==> src/rtl/hazard_unit.sv <==
// hazard_unit
// Pipeline hazard controller sitting beside the ID stage. It drives the PC
// register's next_pc/pc_write, the IF/ID write/flush controls and the ID/EX
// bubble. It also tracks how long the multi-cycle mul/div unit stays busy.
//
// Ports:
//   clock, reset        - system clock (rising edge), synchronous active-high reset
//   prog_count          - current PC
//   id_rs, id_rt        - source register fields of the instruction in ID
//   id_uses_rt          - ID instruction reads rt as a source
//   id_muldiv           - ID instruction is mult/multu/div/divu
//   id_reads_hilo       - ID instruction is mfhi/mflo
//   ex_mem_read, ex_rt  - EX holds a load and this is its destination register
//   branch_taken        - EX resolved a taken branch
//   branch_target       - target address of that branch
//   jump, jump_target   - ID holds j/jal/jr and this is its target
//   next_pc, pc_write   - PC register load value and load enable
//   if_id_write         - IF/ID load enable
//   if_id_flush         - clear IF/ID to NOP
//   id_ex_bubble        - insert NOP into ID/EX
//   muldiv_busy         - mul/div unit occupied
//   stall_count, flush_count - present only when HAZARD_STATS_EN is defined;
//                         saturating counts of stall cycles and flush cycles
//
// Optional feature macro: HAZARD_STATS_EN
//
// state  | meaning
// RUN    | mul/div idle; a mul/div in ID may issue
// MULDIV | mul/div in flight; hi/lo readers and new mul/div ops stall

module hazard_unit #(
    parameter int unsigned MULDIV_CYCLES = 32
) (
    input  logic        clock,
    input  logic        reset,
    input  logic [31:0] prog_count,
    input  logic [4:0]  id_rs,
    input  logic [4:0]  id_rt,
    input  logic        id_uses_rt,
    input  logic        id_muldiv,
    input  logic        id_reads_hilo,
    input  logic        ex_mem_read,
    input  logic [4:0]  ex_rt,
    input  logic        branch_taken,
    input  logic [31:0] branch_target,
    input  logic        jump,
    input  logic [31:0] jump_target,
    output logic [31:0] next_pc,
    output logic        pc_write,
    output logic        if_id_write,
    output logic        if_id_flush,
    output logic        id_ex_bubble,
    output logic        muldiv_busy
`ifdef HAZARD_STATS_EN
    ,
    output logic [31:0] stall_count,
    output logic [31:0] flush_count
`endif
);

    typedef enum logic {
        RUN    = 1'b0,
        MULDIV = 1'b1
    } state_e;

    localparam logic [7:0] REMAIN_INIT = 8'(MULDIV_CYCLES - 1);

    state_e     state_q, state_d;
    logic [7:0] remaining_q, remaining_d;

    logic        load_use;
    logic        muldiv_issue;
    logic [31:0] seq_pc;

    assign load_use = ex_mem_read && (ex_rt != 5'd0) &&
                      ((ex_rt == id_rs) || (id_uses_rt && (ex_rt == id_rt)));
    assign seq_pc   = prog_count + 32'd4;

    // A taken branch squashes the ID instruction, so it must not start mul/div.
    assign muldiv_issue = (state_q == RUN) && id_muldiv && !branch_taken && !load_use;

    always_ff @(posedge clock) begin
        if (reset) begin
            state_q     <= RUN;
            remaining_q <= 8'd0;
        end else begin
            state_q     <= state_d;
            remaining_q <= remaining_d;
        end
    end

    always_comb begin
        state_d     = state_q;
        remaining_d = remaining_q;
        case (state_q)
            RUN: begin
                if (muldiv_issue) begin
                    state_d     = MULDIV;
                    remaining_d = REMAIN_INIT;
                end
            end
            MULDIV: begin
                if (remaining_q == 8'd0) begin
                    state_d = RUN;
                end else begin
                    remaining_d = remaining_q - 8'd1;
                end
            end
            default: begin
                state_d     = RUN;
                remaining_d = 8'd0;
            end
        endcase
    end

    always_comb begin
        next_pc      = seq_pc;
        pc_write     = 1'b1;
        if_id_write  = 1'b1;
        if_id_flush  = 1'b0;
        id_ex_bubble = 1'b0;
        muldiv_busy  = (state_q == MULDIV);
        if (reset) begin
            next_pc     = 32'd0;
            muldiv_busy = 1'b0;
        end else if (branch_taken) begin
            next_pc      = branch_target;
            if_id_flush  = 1'b1;
            id_ex_bubble = 1'b1;
        end else if (load_use || ((state_q == MULDIV) && (id_reads_hilo || id_muldiv))) begin
            pc_write     = 1'b0;
            if_id_write  = 1'b0;
            id_ex_bubble = 1'b1;
        end else if (jump) begin
            next_pc     = jump_target;
            if_id_flush = 1'b1;
        end
    end

`ifdef HAZARD_STATS_EN
    logic [31:0] stall_count_q, flush_count_q;

    always_ff @(posedge clock) begin
        if (reset) begin
            stall_count_q <= 32'd0;
            flush_count_q <= 32'd0;
        end else begin
            if (!pc_write && (stall_count_q != 32'hFFFF_FFFF)) begin
                stall_count_q <= stall_count_q + 32'd1;
            end
            if (if_id_flush && (flush_count_q != 32'hFFFF_FFFF)) begin
                flush_count_q <= flush_count_q + 32'd1;
            end
        end
    end

    assign stall_count = stall_count_q;
    assign flush_count = flush_count_q;
`endif

endmodule

==> config.mk <==
export PLATFORM = sky130hd
export DESIGN_NAME = hazard_unit
export DESIGN_NICKNAME = d
export VERILOG_FILES = /design/src/rtl/hazard_unit.sv
export SDC_FILE = /design/constraint.sdc
export NUM_CORES = 1
export LEC_CHECK = 0
export CORE_MARGIN = 5
export CORE_UTILIZATION = 33
export CTS_CLUSTER_SIZE = 30
export DETAILED_ROUTE_END_ITERATION = 10
export GPL_TIMING_DRIVEN = 0
export PLACE_DENSITY = 0.9
export SLEW_MARGIN = 20
export SYNTH_ARGS = -nofsm -noshare
export SYNTH_HDL_FRONTEND = slang
export SYNTH_SLANG_ARGS = --single-unit
==> constraint.sdc <==
create_clock -name clock -period 4 [get_ports clock]
set_input_delay 1 -clock clock [delete_from_list [all_inputs] [get_ports clock]]
set_output_delay 1 -clock clock [all_outputs]
set_load 0.1 [all_outputs]
==> impl_results.md, run 1 <==
* Outcome: finished with violations
* Failing checks: setup timing
* Placed cell count at ~510
* Setup ws final at -0.00882 ns
* Area growth from synthesis to layout at 146%
* Internal power at about 0.46 mW
* CP endpoint kind: primary output
* RSZ-0062 raised after global routing: yes
* Clock H-tree levels at 1
* Critical-path top delay cell: or4_4
* Max stage delay on crit path at 0.54 ns
* Most frequent cells in the layout: 82 x clkdlybuf4s50_1, 40 x nand2_1, 35 x nand3_1, 26 x buf_6, 25 x buf_4
* Count of yosys warnings during synthesis at 0
* Sw Pwr at slightly below 0.5 mW
* Post-route ant nets at 0
* Drt drc at 0
* Synth Cell Area at between 0.0015 and 0.002 mm2
* Post-DP HPWL at roughly 7500 um
* CP delay by family, top: buffers and inverters
* Area share of the largest cell type after synthesis at approximately an eighth
* Post-synthesis compound-gate area fraction at a little under a quarter
* Hold Slack at 0.518 ns
* Mean Syn Cell Area at roughly 6.5 um2
* Final period util at 100%
* Max Cap Viol at 0
* Routed vias/inst at ~6
* Clock root buffer: clkbuf_8
* Clock power share at roughly 11%
* # rows at 27
* DRT Pass-1 Iters at 5
* First-pass GRT wire length at 16800 um
* CP startpoint kind: primary input
* Final RePlAce weighted congestion at about 0.85
* Largest net degree at the start of global routing at 12
* Fin util at a little over four fifths
* Synth unique cells at between 40 and 50
* Die width at between 80 and 90 um
* Yosys top cell by area: o311ai_1
* Async SR Flop Fraction at 0%
* CTS tree: done
* Die H at between 80 and 90 um
* DRT iter0 DRCs at 230
* Pre-CTS setup slack at -1.66 ns
* Worst-path fanout max at 5
* Crit path DAT at around 3 ns
* Wire length per cell at between 20 and 25 um
* Clock-pin slew on the worst setup and hold paths at 0.05 ns
* Layout Nets at 591
* Period minus WS final at 4.01 ns
* Final TNS setup at -0.0102 ns
* CP Data Required Time at roughly 3 ns
* Worst-margin pin slew at about 0.53 ns
* Mux share of post-synthesis cell area at 0%
* CP cell instances: buf_2 -> or4_4 -> o21ai_2 -> inv_2 -> a21oi_4 -> buf_8 -> buf_4 -> buf_16 -> nand3_2 -> o311ai_2 -> buf_6
* Post-route cell area at between 0.004 and 0.005 mm2
* Post-CTS Hold Fix Bufs at 0
* Final Setup Violations at 2
* Post-synth EDFFs at 0
* Reg area at approximately 180 um2
* Crit path kind: primary input to primary output
* Commonest non-fill, non-tap cell in the layout: clkdlybuf4s50_1
* Share of layout cells above drive strength 1 at 36.2%
* Main synth FF type: dfxtp_1
* Area post-placement at about 0.0039 mm2
* Fillers at 290
* Top post-synthesis cells by area: o311ai_1 12%, nand3_1 11%, dfxtp_1 9.7%
* Seq cells post-synth at 9
* CTS sink cnt at 9
* Hold WC Path Type: flip-flop to flip-flop
* IO Pins at ~160
* Reg2Reg Setup Slack at 1.84 ns
* Maximum VDD drop at 220 uV
* GRT overflow at 0
* Die Area at between 0.007 and 0.008 mm2
* WP buf/inv at 6
* Pwr Density at 208 mW/mm2
* Net Sw Frac at 51.5%
* Clk buf depth at 2
* Combinational Power Share at a little under 80%
* Total number of vias at approximately 3.3k
* Normalized max-slew margin at between 60% and 70%
* Static leakage at ~1.8 nW
* Syn Inst Count at between 200 and 300
* Share of the yosys chip area belonging to registers at under 10%
* Xor and xnor area share after synthesis at 17.4%
* Vias in the first global route at between 3k and 4k
* Slew Viols, Final at 0
* Core outline area at roughly 0.0055 mm2
* Part of the power in registers at 11.6%
* Wirelength, routed at around 12000 um
* Largest family of logic cells by synthesized area: simple AND/OR/NAND/NOR gates
* Multi-input gate area at around 0.0022 mm2
* Final hold viol count at 0
* Power Total at 0.957 mW
* Achievable clock frequency at approximately 0.25 GHz
* Post-Syn Nets at 408
* Simple-Gate Fraction of Synth Area at 41.2%
* Clk_skew at roughly 0.0020 ns
* Gr usage total at about 28%
* Worst-skew pair later-pin latency at roughly 0.23 ns
* Post-Synth Adder-Cell Area at between 1 and 1.5%
* Initial Util at between 30% and 40%
* Initial antenna violation count at 1
* Inserted Clock Buffers at 3
* Final Non-Filler Cells at around 540
* Port buffer count at 155
-- synth_stat cells, types with 3 or more instances --
| master | n |
|---|---|
| nand4_1 | 8 |
| xnor2_1 | 17 |
| nor2_1 | 12 |
| nor2b_1 | 3 |
| nor3_1 | 11 |
| dfxtp_1 | 9 |
| nand2_1 | 41 |
| a21oi_1 | 6 |
| a2111oi_0 | 4 |
| o311ai_1 | 25 |
| o21a_1 | 4 |
| and3_1 | 5 |
| and4_1 | 3 |
| nand3_1 | 41 |
| xor2_1 | 20 |
| nor4_1 | 6 |
| clkbuf_1 | 21 |
| inv_1 | 8 |
| nand3b_1 | 4 |
-- cell families after synthesis --
| group | Yosys count |
|---|---|
| AND/OR/NAND/NOR | 149 |
| AO/OA/AOI/OAI | 54 |
| XOR/XNOR | 37 |
| buffers and inverters | 36 |
| flip-flops | 9 |
| adder cells (fa/ha/maj) | 2 |
-- state kept, by name, indices dropped and copies added, names as in the netlist --
signal	cells
state_q	1
remaining_q	8
-- area by class of cell --
cell class	count	share of cell area, %
Buffer	20	3.32
Inverter	11	0.925
Multi-Input combinational cell	242	47.8
Tap cell	72	1.96
Clock buffer	4	0.980
Sequential cell	9	3.92
Timing Repair Buffer	183	41.0
Antenna cell	1	0.0544
-- per-layer routing --
layer  up-vias  GRT usage, %  share of wire [%]
met5         -             0                  0
met4         0          10.6                5.2
met3        54          4.76                8.9
met2       199          53.5                 51
met1      1569          31.5                 34
li1       1439             -                  -
-- timing repair --
item	CTS	global route
pin swaps	30	23
gates resized for setup	393	33
setup buffers	16	11
endpoints found under the setup margin	37	35
cloned	2	0
-- worst paths after layout --
kind                                                  start  cells past startpoint                          end
worst max-delay path                               ex_rt[4]                     11                  next_pc[28]
worst min-delay path            remaining_q[5]$_SDFFE_PP0P_                      1  remaining_q[5]$_SDFFE_PP0P_
worst max register to register  remaining_q[0]$_SDFFE_PP0P_                      5  remaining_q[7]$_SDFFE_PP0P_
worst min register to register  remaining_q[5]$_SDFFE_PP0P_                      1  remaining_q[5]$_SDFFE_PP0P_
-- power by group through the flow --
stage / clock network [mW] / registers [mW] / logic [mW]
2_1_floorplan: 0 / 0.109 / 0.419
3_3_place_gp: 0 / 0.111 / 0.628
3_5_place_dp: 0 / 0.112 / 0.637
4_1_cts: 0.110 / 0.111 / 0.707
5_1_grt: 0.116 / 0.113 / 0.767
6_report: 0.108 / 0.111 / 0.738
Note: power is estimated with default switching activity, not from simulation.
==> inputs of run 2 (changes only) <==
--- a/config.mk
+++ b/config.mk
@@ -6,11 +6,12 @@
 export NUM_CORES = 1
 export LEC_CHECK = 0
 export CORE_MARGIN = 5
-export CORE_UTILIZATION = 33
+export CORE_UTILIZATION = 30
 export CTS_CLUSTER_SIZE = 30
 export DETAILED_ROUTE_END_ITERATION = 10
 export GPL_TIMING_DRIVEN = 0
-export PLACE_DENSITY = 0.9
+export HOLD_SLACK_MARGIN = 0.05
+export PLACE_DENSITY = 0.87
 export SLEW_MARGIN = 20
 export SYNTH_ARGS = -nofsm -noshare
 export SYNTH_HDL_FRONTEND = slang
==> constraint.sdc (replaced) <==
create_clock -name clock -period 3.4 [get_ports clock]
set_input_delay 0.85 -clock clock [delete_from_list [all_inputs] [get_ports clock]]
set_output_delay 0.85 -clock clock [all_outputs]
set_load 0.1 [all_outputs]
==> impl_results.md, run 2 <==
* Outcome: stopped before the end (was finished with violations)
* Stop stage: global routing (5_1_grt)
* Err: [ERROR DPL-0033] detailed placement checks failed during check placement.
* Share of the yosys chip area belonging to registers at 9.66% (unchanged)
* CTS sink cnt at 9 (unchanged)
* Main synth FF type: dfxtp_1 (unchanged)
* Seq cells post-synth at 9 (unchanged)
* Final RePlAce weighted congestion at 0.888 (was 0.850)
* Placed cell count at 517 (was 514)
* IO Pins at 156 (unchanged)
* Die H at 88.9 um (was 85.2 um)
* Clock H-tree levels at 1 (unchanged)
* Top post-synthesis cells by area: o311ai_1 12%, nand3_1 11%, dfxtp_1 9.7% (unchanged)
* Post-DP HPWL at 7830 um (was 7510 um)
* Die width at 88.9 um (was 85.2 um)
* Count of yosys warnings during synthesis at 0 (unchanged)
* Yosys top cell by area: o311ai_1 (unchanged)
* Clock root buffer: clkbuf_8 (unchanged)
* Worst_ep grt: next_pc[1]
* Mean Syn Cell Area at 6.50 um2 (unchanged)
* Async SR Flop Fraction at 0% (unchanged)
* Worst EP Category: output port
* Initial Util at 31.1% (was 33.9%)
* Area share of the largest cell type after synthesis at 11.7% (unchanged)
* Port buffer count at 155 (unchanged)
* Syn Inst Count at 287 (unchanged)
* Inserted Clock Buffers at 3 (unchanged)
* Initial antenna violation count at 0
* Most frequent cells after synthesis: 41 x nand2_1, 41 x nand3_1, 25 x o311ai_1, 21 x clkbuf_1, 20 x xor2_1 (unchanged)
* Post-synth EDFFs at 0 (unchanged)
* Post-CTS Hold Fix Bufs at 0 (unchanged)
* # rows at 28 (was 27)
* Post-Syn Nets at 408 (unchanged)
* Clk buf depth at 2 (unchanged)
* Area post-placement at 0.00416 mm2 (was 0.00392 mm2)
* Largest net degree at the start of global routing at 12
* Synth Cell Area at 0.00187 mm2 (unchanged)
* Synth unique cells at 46 (unchanged)
[run 2: cell counts after synthesis]
No cell type changed its count.
[run 2: kinds of logic after synthesis]
kind of cell               synth area share [%]
and+or+nand+nor                            41.2
xor gates and xnor gates                   17.4
AOI/OAI and AO/OA                          22.7
adders and majority gates                  1.34
DFF                                        9.66
buffers and inverters                      7.71
[run 2: per-stage QoR]
stage | worst slack [ns] | utilization [%]
CTS | -0.217 | 90.4
global placement | -2.29 | 69.4
detailed placement | -2.35 | 69.4
floorplan | -0.610 | -
[run 2: repair_timing]
| action | CTS |
|---|---|
| cloned | 4 |
| setup buffers | 34 |
| endpoints found under the setup margin | 37 |
| gates resized for setup | 532 |
| pin swaps | 56 |
==> inputs of run 3 (changes only) <==
--- a/config.mk
+++ b/config.mk
@@ -6,12 +6,10 @@
 export NUM_CORES = 1
 export LEC_CHECK = 0
 export CORE_MARGIN = 5
-export CORE_UTILIZATION = 30
-export CTS_CLUSTER_SIZE = 30
+export CORE_UTILIZATION = 33
 export DETAILED_ROUTE_END_ITERATION = 10
 export GPL_TIMING_DRIVEN = 0
-export HOLD_SLACK_MARGIN = 0.05
-export PLACE_DENSITY = 0.87
+export PLACE_DENSITY_LB_ADDON = 0.15
 export SLEW_MARGIN = 20
 export SYNTH_ARGS = -nofsm -noshare
 export SYNTH_HDL_FRONTEND = slang
==> constraint.sdc (replaced) <==
create_clock -name clock -period 4.42 [get_ports clock]
set_input_delay 1.105 -clock clock [delete_from_list [all_inputs] [get_ports clock]]
set_output_delay 1.105 -clock clock [all_outputs]
set_load 0.1 [all_outputs]
==> impl_results.md, run 3 (synthesized netlist as in run 1, its figures left out) <==
* Initial antenna violation count at 0
* Die H at 85.2 um (was 88.9 um)
* Inserted Clock Buffers at 3 (unchanged)
* Port buffer count at 155 (unchanged)
* CTS sink cnt at 9 (unchanged)
* Drt drc at 0
* Clock root buffer: clkbuf_8 (unchanged)
* Final period util at 100%
* RR Endpoint: remaining_q[7]$_SDFFE_PP0P_
* Setup ws final at -0.0204 ns
* Placed cell count at 514 (was 517)
* DRT Pass-1 Iters at 4
* N_diodes at 0
* Vias in the first global route at between 2k and 3k
* CP endpoint kind: primary output
* Wire length per cell at 18.8 um
* Achievable clock frequency at about 0.23 GHz
* Final RePlAce weighted congestion at 0.840 (was 0.888)
* Clock-pin slew on the worst setup and hold paths at 0.04 ns
* First-pass GRT wire length at approximately 15000 um
* CP Data Required Time at about 3.3 ns
* Static leakage at ~1.8 nW
* Period minus WS final at roughly 4.4 ns
* Failing checks: setup timing
* Hold WC Path Type: flip-flop to flip-flop
* Reg2Reg Setup Slack at ~2.3 ns
* IO Pins at 156 (unchanged)
* Maximum VDD drop at ~200 uV
* Post-DP HPWL at 7110 um (was 7830 um)
* CP startpoint kind: primary input
* Clock H-tree levels at 1 (unchanged)
* # rows at 27 (was 28)
* Pwr Density at approximately 190 mW/mm2
* Clk buf depth at 2 (unchanged)
* Clk_skew at around 0.00038 ns
* Normalized max-slew margin at a little under two fifths
* Outcome: finished with violations (was stopped before the end)
* Core outline area at 0.00551 mm2
* R2R Path Start: remaining_q[0]$_SDFFE_PP0P_
* Layout Nets at 577
* Total number of vias at 2971
* Post-route ant nets at 0
* Final Non-Filler Cells at 527
* Worst-skew pair later-pin latency at 0.23 ns
* Slew Viols, Final at 0
* Most frequent cells in the layout: 100 x clkdlybuf4s50_1, 40 x nand2_1, 37 x nand3_1, 21 x buf_6, 19 x o311ai_4
* Biggest register: remaining_q
* DRT iter0 DRCs at around 160
* Post-CTS Hold Fix Bufs at 0 (unchanged)
* R2R depth at 5
* Final hold viol count at 0
* Area growth from synthesis to layout at 138%
* CTS tree: done
* Gr usage total at between 20% and 30%
* Worst-margin pin slew at 0.953 ns
* Crit path DAT at 3.34 ns
* Largest net degree at the start of global routing at 12
* Routed vias/inst at approximately 5.6
* Final Setup Violations at 1
* Worst-path fanout max at 5
* Crit path kind: primary input to primary output
* CP startpoint: prog_count[4]
* GRT overflow at 0
* Hold Slack at roughly 0.52 ns
* Max Cap Viol at 0
* Max reg flops at 8
* Biggest regs: remaining_q: 8 flops, state_q: 1 flops
* Die width at 85.2 um (was 88.9 um)
* Worst setup path end: next_pc[15]
* Wirelength, routed at a little under 10000 um
* Share of layout cells above drive strength 1 at about 28%
* RSZ-0062 raised after global routing: yes
* Commonest non-fill, non-tap cell in the layout: clkdlybuf4s50_1
* Initial Util at 33.9% (was 31.1%)
* Die Area at 0.00726 mm2
## run 3: what timing repair did
item,in CTS,in global routing
pin swaps,8,8
buffers inserted,8,5
resized for setup,307,35
endpoints found under the setup margin,37,31
cloned,1,0
## run 3: how the worst min path moves through the flow
| stage | start | to | cells after the start |
|---|---|---|---|
| 2_1_floorplan | remaining_q[5]$_SDFFE_PP0P_ | remaining_q[5]$_SDFFE_PP0P_ | 1 |
| 3_3_place_gp | remaining_q[6]$_SDFFE_PP0P_ | remaining_q[6]$_SDFFE_PP0P_ | 2 |
| 3_5_place_dp | remaining_q[6]$_SDFFE_PP0P_ | remaining_q[6]$_SDFFE_PP0P_ | 2 |
| 4_1_cts | remaining_q[6]$_SDFFE_PP0P_ | remaining_q[6]$_SDFFE_PP0P_ | 2 |
| 5_1_grt | remaining_q[7]$_SDFFE_PP0P_ | remaining_q[6]$_SDFFE_PP0P_ | 2 |
| 6_report | remaining_q[6]$_SDFFE_PP0P_ | remaining_q[6]$_SDFFE_PP0P_ | 2 |
## run 3: per-layer routing
layer / vias to the layer above / wire length (um) / GRT usage, %
li1: 1410 / - / -
met1: 1423 / 3880 / 28.6
met2: 121 / 4960 / 44.4
met3: 17 / 854 / 6.21
met4: 0 / 191 / 5.32
met5: - / 0 / 0
## run 3: layout make-up
cell class / count / area, um2
plain buffers: 20 / 149
fillers: 364 / 1070
flip-flops and latches: 9 / 180
well taps: 72 / 90.1
clock buffers: 4 / 45.0
multi-input cells: 242 / 2160
inverters: 11 / 41.3
repair buffers: 169 / 1780
## run 3: where the power goes
part,switching (mW),internal (mW)
clock,0.0331,0.0629
sequential,0.0103,0.0900
combinational,0.386,0.252
## run 3: worst max-delay path, stage by stage
cell	delay [ns]
clkdlybuf4s50_1	0.61
nand3_2	0.19
nor4_4	0.37
buf_4	0.20
nand3_1	0.10
xor2_1	0.19
o311ai_4	0.28
buf_6	0.27
## run 3: metrics by stage
stage	TNS, ns	total power, mW	utilization (%)	cell area, um2	setup WS [ns]
3_3_place_gp	-47.77	0.678	72.2	3980	-1.87
4_1_cts	0	0.821	78.1	4300	0.00333
5_1_grt	-0.417	0.871	80.6	4440	-0.0925
3_5_place_dp	-47.37	0.684	72.3	3980	-1.92
6_report	-0.0204	0.834	80.6	4440	-0.0204
2_1_floorplan	-4.24	0.487	-	2330	-0.888
